--- config.mk ---
export PLATFORM = sky130hd
export DESIGN_NAME = node_succ_iter_flat
export DESIGN_NICKNAME = d
export VERILOG_FILES = /design/src/rtl/node_succ_iter_if.sv /design/src/rtl/node_succ_iter.sv /design/src/flat_wrapper.sv
export SDC_FILE = /design/constraint.sdc
export NUM_CORES = 1
export LEC_CHECK = 0
export CORE_ASPECT_RATIO = 1.75
export CORE_MARGIN = 4
export CORE_UTILIZATION = 43
export DETAILED_ROUTE_END_ITERATION = 16
export PLACE_DENSITY = 0.67
export SLEW_MARGIN = 20
export SYNTH_ARGS = -nofsm -noshare
export SYNTH_HDL_FRONTEND = slang
export SYNTH_SLANG_ARGS = --single-unit
--- constraint.sdc ---
create_clock -name CLK -period 2.3 [get_ports CLK]
set_input_delay 0.345 -clock CLK [delete_from_list [all_inputs] [get_ports CLK]]
set_output_delay 0.345 -clock CLK [all_outputs]
set_load 0.02 [all_outputs]
--- src/rtl/node_succ_iter_if.sv ---
// Handshake bundle for the successor node: start/operand/count in, ready/result/overflow out.
// No latency of its own; pure wiring between producer and node.
// No backpressure; the producer must wait for RD=1 before issuing a new start.
interface node_succ_iter_if #(
  parameter int WIDTH     = 16,
  parameter int CNT_WIDTH = 8
);
  logic                 ST;
  logic [WIDTH-1:0]     IN;
  logic [CNT_WIDTH-1:0] CNT;
  logic                 RD;
  logic [WIDTH-1:0]     RES;
  logic                 OVF;

  // Producer side: issues start and operands, observes completion.
  modport master (
    output ST, IN, CNT,
    input  RD, RES, OVF
  );

  // Node side: consumes start and operands, reports completion.
  modport slave (
    input  ST, IN, CNT,
    output RD, RES, OVF
  );
endinterface

--- src/rtl/node_succ_iter.sv ---
// Successor node: RES = IN + CNT, one increment per clock, with wrap or saturate on overflow.
// Latency: RD drops on the start edge and returns CNT+1 edges later with RES valid.
// No queueing: start edges seen while busy are dropped; caller waits for RD=1.
module node_succ_iter #(
  parameter int WIDTH     = 16,
  parameter int CNT_WIDTH = 8,
  parameter int SATURATE  = 0
) (
  input  logic              CLK,
  input  logic              RST,
  node_succ_iter_if.slave   bus
);

  typedef enum logic {
    S_IDLE = 1'b0,
    S_RUN  = 1'b1
  } state_t;

  localparam logic [WIDTH-1:0] ACC_MAX = {WIDTH{1'b1}};

  state_t               r_state;
  state_t               w_state_nxt;
  logic                 r_st_q;
  logic [WIDTH-1:0]     r_acc;
  logic [WIDTH-1:0]     w_acc_nxt;
  logic [CNT_WIDTH-1:0] r_rem;
  logic [CNT_WIDTH-1:0] w_rem_nxt;
  logic                 r_rd;
  logic                 w_rd_nxt;
  logic [WIDTH-1:0]     r_res;
  logic [WIDTH-1:0]     w_res_nxt;
  logic                 r_ovf;
  logic                 w_ovf_nxt;
  logic                 w_start;

  // Previous ST is tracked even through reset so a level held across reset release is not a start.
  always_ff @(posedge CLK) begin
    r_st_q <= bus.ST;
  end

  assign w_start = bus.ST & ~r_st_q;

  // State register with synchronous reset; a reset during RUN discards the partial result.
  always_ff @(posedge CLK) begin
    if (RST) begin
      r_state <= S_IDLE;
      r_acc   <= '0;
      r_rem   <= '0;
      r_rd    <= 1'b1;
      r_res   <= '0;
      r_ovf   <= 1'b0;
    end else begin
      r_state <= w_state_nxt;
      r_acc   <= w_acc_nxt;
      r_rem   <= w_rem_nxt;
      r_rd    <= w_rd_nxt;
      r_res   <= w_res_nxt;
      r_ovf   <= w_ovf_nxt;
    end
  end

  // Next-state logic: capture operands on start, step the accumulator while steps remain, then publish.
  always_comb begin
    w_state_nxt = r_state;
    w_acc_nxt   = r_acc;
    w_rem_nxt   = r_rem;
    w_rd_nxt    = r_rd;
    w_res_nxt   = r_res;
    w_ovf_nxt   = r_ovf;
    case (r_state)
      S_IDLE: begin
        if (w_start) begin
          w_acc_nxt   = bus.IN;
          w_rem_nxt   = bus.CNT;
          w_ovf_nxt   = 1'b0;
          w_rd_nxt    = 1'b0;
          w_state_nxt = S_RUN;
        end
      end
      S_RUN: begin
        if (r_rem != '0) begin
          w_rem_nxt = r_rem - CNT_WIDTH'(1);
          if (r_acc != ACC_MAX) begin
            w_acc_nxt = r_acc + WIDTH'(1);
          end else begin
            // Overflow is sticky for the rest of the operation.
            w_ovf_nxt = 1'b1;
            w_acc_nxt = (SATURATE != 0) ? ACC_MAX : '0;
          end
        end else begin
          w_res_nxt   = r_acc;
          w_rd_nxt    = 1'b1;
          w_state_nxt = S_IDLE;
        end
      end
      default: begin
        w_state_nxt = S_IDLE;
      end
    endcase
  end

  assign bus.RD  = r_rd;
  assign bus.RES = r_res;
  assign bus.OVF = r_ovf;

endmodule

--- src/flat_wrapper.sv ---
// flat-port wrapper written by rule: the top's interface ports become plain ports
module node_succ_iter_flat 
#(
  parameter int WIDTH     = 16,
  parameter int CNT_WIDTH = 8,
  parameter int SATURATE  = 0
)
  (CLK, RST, bus_ST, bus_IN, bus_CNT, bus_RD, bus_RES, bus_OVF);
  node_succ_iter_if #(.WIDTH(WIDTH), .CNT_WIDTH(CNT_WIDTH)) bus_i ();
  input  logic CLK;
  input  logic RST;
  input wire logic [$bits(bus_i.ST)-1:0] bus_ST;
  input wire logic [$bits(bus_i.IN)-1:0] bus_IN;
  input wire logic [$bits(bus_i.CNT)-1:0] bus_CNT;
  output wire logic [$bits(bus_i.RD)-1:0] bus_RD;
  output wire logic [$bits(bus_i.RES)-1:0] bus_RES;
  output wire logic [$bits(bus_i.OVF)-1:0] bus_OVF;
  assign bus_i.ST = bus_ST;
  assign bus_i.IN = bus_IN;
  assign bus_i.CNT = bus_CNT;
  assign bus_RD = bus_i.RD;
  assign bus_RES = bus_i.RES;
  assign bus_OVF = bus_i.OVF;
  node_succ_iter #(.WIDTH(WIDTH), .CNT_WIDTH(CNT_WIDTH), .SATURATE(SATURATE)) u_core (.CLK(CLK), .RST(RST), .bus(bus_i));
endmodule
==> impl_metrics.csv <==
group,metric,value,unit
timing,setup_viol,0,
placement,hpwl,4810,µm
logic_synthesis,synth_cells,297,
critical_path,arrival,2220,ps
finish,seqCellArea,881,µm²
logic_synthesis,synthXorXnorAreaFrac,0,
timing,slew_headroom,0.586,
die,fp.dieW,65.7,µm
die,rows,36,
drt,detail_route.iter0.violations,135,
timing,hold_violations,0,
critical_path,timing.rr.start,"u_core.r_rem[0]",
logic_synthesis,synthSimpleGateAreaFrac,0.282,
logic_synthesis,syn-cell-area,2500,µm²
timing,fmax,493,MHz
clock_tree,clk_latency,300,ps
timing,period_minus_slack,2030,ps
logic_synthesis,synthesis.nets,327,
clock_tree,cts_buffers,5,
global_route,grt_pass1_vias,2198,
critical_path,cpPeakStageDelay,450,ps
logic_synthesis,netlist.area_leader.share,0.352,
finish,n_antenna_cell,0,
critical_path,r2r_slack,270,ps
die,die_height,109,µm
drt,viasPerCell,5.65,
logic_synthesis,synth_flop_cell,"dfxtp_1",
clock_tree,cts_setup_buffers,0,
clock_tree,clock_path_buffers,2,
logic_synthesis,yosysWarningCount,0,
critical_path,worstPathMaxFanout,14,
placement,dpl_cell_area,2970,µm²
drt,vias,2379,
clock_tree,cts_resized,0,
logic_synthesis,netlist_top_cells_area,"dfxtp_1, nand2_1, a21oi_1",
critical_path,end_kind,"flop",
critical_path,startpoint,"u_core.r_rem[0]",
logic_synthesis,synthTopCellsByCount,"nand2_1, dfxtp_1, a21oi_1",
placement,io_buffers,44,
logic_synthesis,yosysMostFrequentCell,"nand2_1",
global_route,met2_usage,0.336,
critical_path,critPathKind,"flop to flop",
logic_synthesis,avgSynthCellArea,8.43,µm²
drt,wl_per_cell,15.7,µm
global_route,track_usage,0.192,
drt,drt_pass1_iterations,4,
timing,clock_skew,10.0,ps
critical_path,crit_chain,"inv_1, ha_1, nor4bb_4, o2bb2ai_4, buf_4, nor2_1, o221a_2",
die,core-area,5630,µm²
logic_synthesis,synth-compound-area-share,0.244,
finish,area_growth,22.9,%
timing,rsz0062_at_grt,"false",
critical_path,cp_data_required_time,2500,ps
global_route,grt_max_degree,30,
finish,fill_cells,546,
timing,setup_tns,0,ps
critical_path,cp-start-kind,"flop",
power,leakage,1.03,nW
logic_synthesis,synth.area.mux_share,0.00800,
logic_synthesis,yosysSeqAreaShare,0.352,
logic_synthesis,synth_fa_ha_area_frac,0.0150,
finish,layout-drive-gt1-share,0.119,
timing,slew_viol_final,0,
global_route,grt-ovfl-total,0,
min_path,hold_start,"u_core.bus.RES[4]",
placement,globalplace.congestion,0.849,
logic_synthesis,synth.largest_area_cell,"dfxtp_1",
clock_tree,clk_transition_reported_paths,80,ps
power,ir_worst_vdd,0.000397,V
power,p_per_area,606,nW/µm²
clock_tree,cts_root_buf,"clkbuf_8",
logic_synthesis,async_reset_ff_frac,0,
global_route,met3_usage,0.0299,
clock_tree,cts_hold_buf,0,
critical_path,cp_slowest_cell,"nor4bb_4",
timing,worst_pin_slew,615,ps
min_path,hold_class,"flop to flop",
clock_tree,cts_tree,"yes",
timing,post-route-period-util,0.881,
flow_run,drv_cap,0,
finish,multiInputGateArea,1380,µm²
die,io_pins,45,
global_route,use_met1,0.227,
logic_synthesis,synth_top_family_by_area,"simple AND/OR/NAND/NOR gates",
logic_synthesis,synth_edf_count,0,
die,start_util,0.445,
clock_tree,numClockSinks,44,
logic_synthesis,ys_ff_latch,44,
global_route,grt_pass1_wl,10700,µm
drt,drt-total-wl,6600,µm
finish,num-nets-final,374,
logic_synthesis,synth_cell_types,64,
global_route,busiest_layer,"met2",
global_route,antenna_found_initial,0,
die,die_area,7160,µm²
clock_tree,htree_levels,2,
run_status,outcome,"complete, no violations",
drt,antenna_left,0,
finish,final_area,3080,µm²
drt,drc,0,
-- layout make-up --
| type | instances | area share |
|---|---|---|
| Tap cell | 76 | 0.0309 |
| Sequential cell | 44 | 0.286 |
| Clock inverter | 2 | 0.0114 |
| Inverter | 6 | 0.00732 |
| Multi-Input combinational cell | 224 | 0.447 |
| Timing Repair Buffer | 63 | 0.194 |
| Clock buffer | 6 | 0.0236 |
-- stage by stage --
stage	hold slack, ps	utilization	std cells	power (mW)	setup slack (ps)
after global routing	469	0.546	421	1.95	132
after CTS	457	0.546	421	1.88	272
after global placement	441	0.527	413	1.28	242
after floorplan	373	-	297	1.16	507
final	454	0.546	421	1.87	273
after detailed placement	446	0.527	413	1.29	189
-- sequential cells by signal (all words and copies together), names as in the netlist --
signal / flops
u_core.bus.RES: 16
u_core.r_acc: 16
u_core.r_rem: 8
u_core.bus.OVF: 1
u_core.bus.RD: 1
u_core.r_st_q: 1
u_core.r_state: 1
-- worst paths after layout --
| check | endpoint | cells after the start |
|---|---|---|
| min reg2reg | u_core.bus.RES[4] | 2 |
| max | u_core.r_rem[7] | 7 |
| min | u_core.bus.RES[4] | 2 |
| max reg2reg | u_core.r_rem[7] | 7 |
-- placed cells by master (no fill, tap or decap), types with 7 or more instances in the layout --
master	n
o21ai_0	8
nor2_1	17
nand2_1	55
nor3_1	7
clkdlybuf4s50_1	44
a21oi_1	29
a31oi_1	7
nand3_1	10
buf_4	18
dfxtp_1	44
-- cells by family after synthesis --
family / Yosys count
simple gates: 133
flops: 44
buf+inv: 29
mux: 2
compound gates: 86
fa+ha+maj: 3
-- worst max-delay path: cells and delay by family (launching register included) --
kind,cells,cell delay [ps]
buf+inv,2,390
fa+ha+maj,1,150
flops,1,350
compound gates,2,530
simple gates,2,520
-- layer usage --
metal / wire length [µm] / vias up
met3: 310 / 15
met5: 0 / -
met1: 2700 / 1113
met2: 3430 / 69
met4: 164 / 0
li1: - / 1182
-- where the power goes --
group / switching (mW) / internal (mW)
Combinational: 0.212 / 0.192
Clock: 0.266 / 0.322
Sequential: 0.0655 / 0.808
Total: 0.543 / 1.32
No activity file was read; power rests on OpenSTA's default activity.
